**config.mk**
```make
export PLATFORM = sky130hd
export DESIGN_NAME = jtag_dma_engine
export DESIGN_NICKNAME = d
export VERILOG_FILES = /design/src/rtl/jtag_dma_pkg.sv /design/src/rtl/jtag_dma_engine_sync_edge_detect.sv /design/src/rtl/jtag_dma_engine.sv
export SDC_FILE = /design/constraint.sdc
export NUM_CORES = 1
export LEC_CHECK = 0
export ABC_AREA = 1
export BUFFER_PORTS_ARGS = -buffer_cell sky130_fd_sc_hd__clkbuf_2
export CORE_UTILIZATION = 35
export CTS_BUF_LIST = sky130_fd_sc_hd__clkbuf_8
export CTS_CLUSTER_DIAMETER = 120
export CTS_CLUSTER_SIZE = 12
export DETAILED_ROUTE_END_ITERATION = 6
export RECOVER_POWER = 25
export SLEW_MARGIN = 40
export SYNTH_ARGS = -nofsm -noshare
export SYNTH_HDL_FRONTEND = slang
export SYNTH_SLANG_ARGS = --single-unit
```
**constraint.sdc**
```tcl
create_clock -name clock -period 3.75 [get_ports clock]
set_clock_uncertainty 0.2 [all_clocks]
set_input_delay 0 -clock clock [delete_from_list [all_inputs] [get_ports clock]]
set_output_delay 0 -clock clock [all_outputs]
set_load 0.02 [all_outputs]
```
**src/rtl/jtag_dma_pkg.sv**
```systemverilog
// Shared types and defaults for the JTAG chain1 DMA engine.
// Holds the engine state encoding and the beat address helper.
package jtag_dma_pkg;

    localparam int WORD_BYTES         = 4;
    localparam int DEF_BLOCK_WORDS    = 256;
    localparam int DEF_TIMEOUT_CYCLES = 1024;

    typedef enum logic [2:0] {
        ST_IDLE,
        ST_REQ,
        ST_FETCH,
        ST_WR_BEAT,
        ST_RD_BEAT,
        ST_RD_STORE,
        ST_DONE
    } dma_state_e;

    // Byte address of beat idx; 32-bit arithmetic wraps modulo 2^32.
    function automatic logic [31:0] beat_addr(input logic [31:0] base, input logic [31:0] idx);
        return base + idx * WORD_BYTES;
    endfunction

endpackage

```
**src/rtl/jtag_dma_engine_sync_edge_detect.sv**
```systemverilog
// Two-flop synchronizer followed by a rising-edge detector.
// rise_o is combinational from the synchronized level, one cycle wide.
module sync_edge_detect (
    input  logic clock,
    input  logic nReset,
    input  logic async_i,
    output logic rise_o
);

    logic s1_q, s1_d;
    logic s2_q, s2_d;
    logic prev_q, prev_d;

    always_comb begin
        s1_d   = async_i;
        s2_d   = s1_q;
        prev_d = s2_q;
    end

    always_ff @(posedge clock or negedge nReset) begin
        if (!nReset) begin
            s1_q   <= 1'b0;
            s2_q   <= 1'b0;
            prev_q <= 1'b0;
        end else begin
            s1_q   <= s1_d;
            s2_q   <= s2_d;
            prev_q <= prev_d;
        end
    end

    assign rise_o = s2_q & ~prev_q;

endmodule

```
**src/rtl/jtag_dma_engine.sv**
```systemverilog
// System-clock DMA responder for JTAG chain1: moves one block between the
// DMA-side ping-pong bank and the system bus, one beat at a time.
module jtag_dma_engine
    import jtag_dma_pkg::*;
#(
    parameter int BLOCK_WORDS    = DEF_BLOCK_WORDS,
    parameter int TIMEOUT_CYCLES = DEF_TIMEOUT_CYCLES
) (
    input  logic        clock,
    input  logic        nReset,
    input  logic [31:0] dma_address,
    input  logic [3:0]  dma_byte_enable,
    input  logic        dma_data_ready,
    input  logic        dma_readReady,
    output logic        switch_ready,
    output logic [7:0]  buf_address,
    output logic        buf_writeEnable,
    output logic [31:0] buf_dataIn,
    input  logic [31:0] buf_dataOut,
    output logic        bus_request,
    input  logic        bus_grant,
    output logic [31:0] bus_address,
    output logic        bus_write,
    output logic [3:0]  bus_byteEnable,
    output logic [31:0] bus_dataOut,
    output logic        bus_valid,
    input  logic        bus_ack,
    input  logic [31:0] bus_dataIn,
    input  logic        bus_error,
    output logic        dma_busy,
    output logic        dma_error
);

    localparam int IDX_W = (BLOCK_WORDS > 1) ? $clog2(BLOCK_WORDS) : 1;
    localparam int TMO_W = $clog2(TIMEOUT_CYCLES + 1);
    localparam logic [IDX_W-1:0] LAST_IDX = IDX_W'(BLOCK_WORDS - 1);
    localparam logic [TMO_W-1:0] TMO_LAST = TMO_W'(TIMEOUT_CYCLES - 1);

    dma_state_e        state_q, state_d;
    logic [IDX_W-1:0]  idx_q, idx_d;
    logic [31:0]       base_q, base_d;
    logic [3:0]        be_q, be_d;
    logic [31:0]       rdata_q, rdata_d;
    logic [TMO_W-1:0]  tmo_q, tmo_d;
    logic              err_q, err_d;
    logic              pend_wr_q, pend_wr_d;
    logic              pend_rd_q, pend_rd_d;
    logic              dir_wr_q, dir_wr_d;

    logic wr_rise, rd_rise;
    logic counting, tmo_hit, start;
    logic unused_addr_lsbs;

    assign unused_addr_lsbs = ^dma_address[1:0];

    sync_edge_detect u_sync_wr (
        .clock   (clock),
        .nReset  (nReset),
        .async_i (dma_data_ready),
        .rise_o  (wr_rise)
    );

    sync_edge_detect u_sync_rd (
        .clock   (clock),
        .nReset  (nReset),
        .async_i (dma_readReady),
        .rise_o  (rd_rise)
    );

    assign counting = (state_q == ST_REQ) || (state_q == ST_WR_BEAT) || (state_q == ST_RD_BEAT);
    assign tmo_hit  = counting && (tmo_q == TMO_LAST);

    always_comb begin
        state_d   = state_q;
        idx_d     = idx_q;
        base_d    = base_q;
        be_d      = be_q;
        rdata_d   = rdata_q;
        err_d     = err_q;
        dir_wr_d  = dir_wr_q;
        // Edges are always latched; IDLE clears whichever one it serves.
        pend_wr_d = pend_wr_q | wr_rise;
        pend_rd_d = pend_rd_q | rd_rise;
        start     = 1'b0;

        case (state_q)
            ST_IDLE: begin
                if (pend_wr_d) begin
                    dir_wr_d  = 1'b1;
                    pend_wr_d = 1'b0;
                    start     = 1'b1;
                end else if (pend_rd_d) begin
                    dir_wr_d  = 1'b0;
                    pend_rd_d = 1'b0;
                    start     = 1'b1;
                end
                if (start) begin
                    state_d = ST_REQ;
                    err_d   = 1'b0;
                    idx_d   = '0;
                    base_d  = {dma_address[31:2], 2'b00};
                    be_d    = dma_byte_enable;
                end
            end
            ST_REQ: begin
                if (bus_grant) begin
                    state_d = dir_wr_q ? ST_FETCH : ST_RD_BEAT;
                end else if (tmo_hit) begin
                    err_d   = 1'b1;
                    state_d = ST_DONE;
                end
            end
            ST_FETCH: begin
                state_d = ST_WR_BEAT;
            end
            ST_WR_BEAT: begin
                if (bus_ack) begin
                    if (bus_error) begin
                        err_d   = 1'b1;
                        state_d = ST_DONE;
                    end else if (idx_q == LAST_IDX) begin
                        state_d = ST_DONE;
                    end else begin
                        idx_d   = idx_q + 1'b1;
                        state_d = ST_FETCH;
                    end
                end else if (tmo_hit) begin
                    err_d   = 1'b1;
                    state_d = ST_DONE;
                end
            end
            ST_RD_BEAT: begin
                if (bus_ack) begin
                    if (bus_error) begin
                        err_d   = 1'b1;
                        state_d = ST_DONE;
                    end else begin
                        rdata_d = bus_dataIn;
                        state_d = ST_RD_STORE;
                    end
                end else if (tmo_hit) begin
                    err_d   = 1'b1;
                    state_d = ST_DONE;
                end
            end
            ST_RD_STORE: begin
                if (idx_q == LAST_IDX) begin
                    state_d = ST_DONE;
                end else begin
                    idx_d   = idx_q + 1'b1;
                    state_d = ST_RD_BEAT;
                end
            end
            ST_DONE: begin
                state_d = ST_IDLE;
            end
            default: begin
                state_d = ST_IDLE;
            end
        endcase

        tmo_d = (!counting || (state_d != state_q)) ? '0 : tmo_q + 1'b1;
    end

    always_ff @(posedge clock or negedge nReset) begin
        if (!nReset) begin
            state_q   <= ST_IDLE;
            idx_q     <= '0;
            base_q    <= '0;
            be_q      <= '0;
            rdata_q   <= '0;
            tmo_q     <= '0;
            err_q     <= 1'b0;
            pend_wr_q <= 1'b0;
            pend_rd_q <= 1'b0;
            dir_wr_q  <= 1'b0;
        end else begin
            state_q   <= state_d;
            idx_q     <= idx_d;
            base_q    <= base_d;
            be_q      <= be_d;
            rdata_q   <= rdata_d;
            tmo_q     <= tmo_d;
            err_q     <= err_d;
            pend_wr_q <= pend_wr_d;
            pend_rd_q <= pend_rd_d;
            dir_wr_q  <= dir_wr_d;
        end
    end

    assign switch_ready = (state_q == ST_IDLE) && !wr_rise && !rd_rise && !pend_wr_q && !pend_rd_q;
    assign bus_request  = (state_q != ST_IDLE) && (state_q != ST_DONE);
    assign dma_busy     = bus_request;
    assign dma_error    = err_q;

    assign bus_valid      = (state_q == ST_WR_BEAT) || (state_q == ST_RD_BEAT);
    assign bus_write      = (state_q == ST_WR_BEAT);
    assign bus_address    = bus_valid ? beat_addr(base_q, 32'(idx_q)) : '0;
    assign bus_byteEnable = bus_valid ? be_q : 4'h0;
    // Buffer read port is registered and buf_address holds through the beat.
    assign bus_dataOut    = bus_write ? buf_dataOut : '0;

    assign buf_address     = 8'(idx_q);
    assign buf_writeEnable = (state_q == ST_RD_STORE);
    assign buf_dataIn      = rdata_q;

endmodule

```
==> results_dict.tcl, run 1 <==
set metrics [dict create \
    async_flop_share 1.00 \
    cts_buffers 9 \
    period_share 0.925 \
    synth_top_area_frac 0.444 \
    p_per_area_mw_per_mm2 675 \
    coreArea_mm2 0.0153 \
    whs_ns 0.0753 \
    overflow 0 \
    synth.area.top_cells "dfrtp_1 44%, nand2_1 12%, mux2_2 6.5%, nor2_1 6.5%, inv_1 5.4%" \
    cts_tree "yes" \
    die_area_mm2 0.0163 \
    power_frac_clock 0.131 \
    synth-seq-cells 98 \
    worst_slew_pin_slew_ns 1.87 \
    power_frac_seq 0.345 \
    cts-root-buf "clkbuf_8" \
    ant_nets 0 \
    tns_ns 0 \
    drc 0 \
    rsz0062_at_grt "false" \
    crit_path_start_kind "flip-flop" \
    combinationalPowerShare 0.524 \
    layout_min_cycle_time_ns 3.47 \
    met3_wirelength_um 805 \
    fin_area_mm2 0.00773 \
    final-hold-violation-count 0 \
    crit_arrival_ns 3.53 \
    vias 5328 \
    cts_setup_buffers 0 \
    die_height_um 128 \
    insertion_delay_ns 0.38 \
    power_leakage_uw 0.00409 \
    route.detailed.wl_per_inst_um 12.7 \
    grt_pass1_wl_um 24600 \
    routed_wl_um 15100 \
    htree_levels 3 \
    wl_met2_um 7350 \
    clkTransAtPathRegs_ns 0.11 \
    synth_most_common_cell "nand2_1" \
    grt_max_degree 75 \
    r2r_end "tmo_q[10]" \
    synth.distinct_cells 40 \
    drive_gt1_frac 0.320 \
    wl_met1_um 6830 \
    max-cap-violations 1 \
    n_antenna_cell 0 \
    min_delay_path_depth 2 \
    violations "capacitance limit, slew limit" \
    timing.final.ws_setup_ns 0.282 \
    cts_hold_buf 76 \
    placed_area_mm2 0.00679 \
    grt_antenna_before_repair 0 \
    netlist_instances 688 \
    status "finished with violations" \
    end_kind "flip-flop" \
    power_uw 5220 \
    path_class "reg -> reg" \
    switching_share 0.486 \
    peakVddDrop_uv 452 \
    via_per_inst 4.47 \
    final_nets 1093 \
    reg2reg_slack_ns 0.28 \
    yosysWarnings 0 \
    synth_commonest_cells "173 x nand2_1, 98 x dfrtp_1, 96 x nor2_1" \
    hold_class "in -> reg" \
    rows 45 \
    drtIter0Drc 268 \
    hold_start "dma_readReady" \
    port_buffers 217 \
    synth_ff_type "dfrtp_1" \
    dr.pass1.iters 5 \
    grt_pass1_vias 5179 \
    area_growth_pct 40.0 \
    yosysSeqAreaShare 0.444 \
    cts.sinks 98 \
    power.net_switching_uw 2540 \
    dp_hpwl_um 10500 \
    worstPathMaxFanout 35 \
    dp_slack_ns 0.993 \
    synth_area_per_cell_um2 8.02 \
    fmax_mhz 288 \
    die_w_um 128 \
    cts_buffer_depth 2 \
    slew-limit-headroom -0.248 \
    grt_usage 0.189 \
    cts_repair_resize_count 0 \
    ff2ff_path_depth 13 \
    r2r-start "state_q[0]" \
    io-pin-count 222 \
    synth_largest_area_cell "dfrtp_1" \
    synth-edff-count 0 \
    synth_area_mm2 0.00552 \
    setup_viol 0 \
    cp.required_ns 3.81 \
    gp_congestion 0.815 \
    maxSlewViolCount 75 \
    p_int_uw 2680 \
    top_layer "met4" \
    start_util 0.360 \
    whs_endpoint "u_sync_rd.s1_q" \
]
sequential cells by signal, indices dropped and copies added (netlist names):
| name | flops |
|---|---|
| buf_dataIn | 32 |
| base_q | 30 |
| tmo_q | 11 |
| buf_address | 8 |
| be_q | 4 |
| state_q | 3 |
| dir_wr_q | 1 |
| dma_error | 1 |
| pend_rd_q | 1 |
| pend_wr_q | 1 |
| u_sync_rd.prev_d | 1 |
| u_sync_rd.prev_q | 1 |
| u_sync_rd.s1_q | 1 |
| u_sync_wr.prev_d | 1 |
| u_sync_wr.prev_q | 1 |
| u_sync_wr.s1_q | 1 |
cell type report:
class | instances | area [um2]
Clock buffer | 9 | 124
Clock inverter | 7 | 62.6
Fill cell | 1464 | 7580
Inverter | 87 | 329
Multi-Input combinational cell | 482 | 2620
Sequential cell | 98 | 2450
Tap cell | 211 | 264
Timing Repair Buffer | 297 | 1880
worst max path at each step:
stage	startpoint	endpoint	slack (ns)
after CTS	state_q[0]	tmo_q[10]	0.25
after global placement	state_q[0]	bus_address[27]	0.98
after detailed placement	state_q[0]	bus_address[27]	0.99
after floorplan	buf_address[0]	bus_address[26]	1.33
final	state_q[0]	tmo_q[10]	0.28
after global routing	state_q[0]	tmo_q[10]	0.04
power groups by stage:
| stage | clock [uW] | sequential (uW) | combinational, uW |
|---|---|---|---|
| after floorplan | 0 | 1940 | 1720 |
| after global placement | 0 | 1800 | 2630 |
| after detailed placement | 0 | 1810 | 2650 |
| after CTS | 709 | 1800 | 2750 |
| after global routing | 749 | 1860 | 3030 |
| final | 683 | 1800 | 2740 |
metrics by stage:
| step | instances | utilization |
|---|---|---|
| after floorplan | 689 | - |
| after global placement | 1099 | 0.443 |
| after detailed placement | 1099 | 0.443 |
| after CTS | 1191 | 0.505 |
| after global routing | 1191 | 0.505 |
| final | 1191 | 0.505 |
cells in the final DEF, fill, tap and decap left out, types with 3 or more instances in the layout:
cell           netlist  final
nand3_1             21     21
ha_1                10     10
clkbuf_8             0      9
dlygate4sd3_1        0     76
xor2_1              11     11
buf_4                4      4
nand2_4              3      3
a21oi_1             28     28
nand2_2              7      7
o21ai_1              3      3
dfrtp_1             98     98
nand3_2              3      3
clkbuf_2             0    217
o21ai_0             27     27
nand2_1            173    173
nor2_4               3      3
nand4_1              6      6
nor3_1               9      9
o21a_1               4      4
inv_2                7      7
nor2_1              96     96
inv_1               79     79
mux2_2              32     32
nor2_2              16     16
clkinv_4             0      3
xnor2_1             10     10
logic make-up after synthesis:
group                      after synthesis  synth area share
and+or+nand+nor                        343             0.274
buffers and inverters                  109            0.0814
DFF                                     98             0.444
AOI/OAI and AO/OA                       73            0.0746
muxes                                   32            0.0653
xor gates and xnor gates                21            0.0333
adders and majority gates               11            0.0263
other                                    1          0.000679
metal layers:
metal / vias up / GRT usage
li1: 2735 / -
met5: - / 0
met1: 2417 / 0.236
met2: 164 / 0.334
met3: 12 / 0.0419
met4: 0 / 0.0408
worst max-delay path, cell delays in order, from the launching register on:
cell           delay, ns
dfrtp_1             0.68
nand3_4             0.42
inv_2               0.19
nand3_1             0.09
dlygate4sd3_1       0.56
nand2_1             0.05
dlygate4sd3_1       0.53
inv_1               0.05
nand2_1             0.07
nand2_1             0.05
nand2_1             0.09
nor2_2              0.05
nand2_2             0.25
nor2_1              0.07
Note: power is estimated with default switching activity, not from simulation.
==> inputs of run 2 (changes only) <==
==> constraint.sdc (replaced) <==
create_clock -name clock -period 3.1 [get_ports clock]
set_clock_uncertainty 0.2 [all_clocks]
set_input_delay 0 -clock clock [delete_from_list [all_inputs] [get_ports clock]]
set_output_delay 0 -clock clock [all_outputs]
set_load 0.02 [all_outputs]
==> results_dict.tcl, run 2 (synthesis results as in run 1) <==
set metrics [dict create \
    status "complete, no violations" \
    placed_area_mm2 0.00681 \
    dp_slack_ns 0.613 \
    area_growth_pct 40.8 \
    whs_ns 0.0917 \
    end_kind "output port" \
    drtIter0Drc 202 \
    grt_antenna_before_repair 0 \
    grt_pass1_vias 5194 \
    largest_reg_flops 32 \
    slew-limit-headroom 0.0390 \
    final-hold-violation-count 0 \
    post-place-cells 1101 \
    die_area_mm2 0.0163 \
    cp_slowest_stage_delay_ns 0.47 \
    setup_viol 0 \
    fillers 1499 \
    tns_ns 0 \
    clkTransAtPathRegs_ns 0.10 \
    fin_area_mm2 0.00777 \
    gp_congestion 0.842 \
    coreArea_mm2 0.0153 \
    cp.required_ns 2.90 \
    via_per_inst 4.43 \
    final_nets 1094 \
    peakVddDrop_uv 515 \
    rows 45 \
    drc 0 \
    layout_min_cycle_time_ns 2.80 \
    cts_setup_buffers 0 \
    rsz0062_at_grt "false" \
    vias 5276 \
    cts_tree "yes" \
    period_share 0.905 \
    grt_max_degree 55 \
    dr.pass1.iters 6 \
    start_util 0.360 \
    cts_buffers 9 \
    ant_nets 0 \
    crit_buf_inv 1 \
    htree_levels 3 \
    max-cap-violations 0 \
    grt_usage 0.187 \
    cts.sinks 98 \
    layout_common_cells "199 x clkbuf_2, 172 x nand2_1, 97 x dfrtp_1" \
    drive_gt1_frac 0.308 \
    worst_slew_pin_slew_ns 1.44 \
    insertion_delay_ns 0.37 \
    routed_wl_um 15100 \
    timing.final.ws_setup_ns 0.296 \
    power_leakage_uw 0.00408 \
    hold_class "in -> reg" \
    crit_path_start_kind "flip-flop" \
    dp_hpwl_um 10700 \
    cts_buffer_depth 2 \
    die_height_um 128 \
    cp_slowest_cell "dfrtp_2" \
    layout_commonest_cell "clkbuf_2" \
    fmax_mhz 357 \
    crit_chain "ha_1 -> fa_1 -> nand3_1 -> nand2_1 -> nand2_1 -> nand2_1 -> nand2_4 -> nor2_1 -> and3_1 -> nor3_1 -> clkbuf_2" \
    grt_pass1_wl_um 24300 \
    worstPathMaxFanout 6 \
    maxSlewViolCount 0 \
    cp_common_cell "nand2_1" \
    overflow 0 \
    crit_arrival_ns 2.60 \
    path_class "reg -> out" \
    die_w_um 128 \
    n_antenna_cell 0 \
    cts-root-buf "clkbuf_8" \
    p_per_area_mw_per_mm2 822 \
    instances_no_fill 1192 \
    path_delay_family "simple AND/OR/NAND/NOR gates" \
    io-pin-count 222 \
    route.detailed.wl_per_inst_um 12.7 \
    port_buffers 217 \
]
[run 2: per-stage QoR]
stage | utilization | total power [uW]
3_5_place_dp | 0.445 | 5420
6_report | 0.507 | 6390
4_1_cts | 0.508 | 6480
5_1_grt | 0.507 | 6890
2_1_floorplan | - | 4430
3_3_place_gp | 0.445 | 5370
[run 2: what timing repair did]
item / 4_1_cts / 5_1_grt
hold buffers: 75 / 0
gates resized for setup: 0 / 5
hold endpoints to repair: 138 / 0
endpoints found under the setup margin: 0 / 7
[run 2: power breakdown]
| group | switching [uW] | total [uW] | leakage (uW) | internal (uW) |
|---|---|---|---|---|
| clock network | 468 | 923 | 0.000113 | 455 |
| logic | 2140 | 3280 | 0.00274 | 1140 |
| registers | 408 | 2180 | 0.00123 | 1770 |
[run 2: layout make-up]
class	count	area, um2	area share
inverters	87	329	0.0424
well taps	211	264	0.0340
multi-input cells	482	2640	0.339
clock inverters	7	92.6	0.0119
repair buffers	298	1870	0.241
flip-flops and latches	98	2450	0.316
clock buffers	9	124	0.0159
[run 2: layer usage]
| metal | part of all wire | global-route usage | vias to the layer above |
|---|---|---|---|
| met1 | 0.45 | 0.234 | 2386 |
| met2 | 0.49 | 0.326 | 154 |
| li1 | - | - | 2727 |
| met4 | 0.0091 | 0.0457 | 0 |
| met5 | 0 | 0 | - |
| met3 | 0.054 | 0.0436 | 9 |
[run 2: path summary, 6_finish.rpt]
path / start / endpoint / slack [ns] / depth (start not counted)
min: dma_data_ready / u_sync_wr.s1_q / 0.09 / 2
min reg2reg: u_sync_rd.s1_q / u_sync_rd.prev_d / 0.15 / 0
max reg2reg: buf_address[1] / tmo_q[10] / 0.37 / 15
min in group asynchronous: nReset / base_q[5] / 0.31 / 2
max: buf_address[0] / bus_address[26] / 0.30 / 11
max in group asynchronous: nReset / buf_address[0] / 1.45 / 2
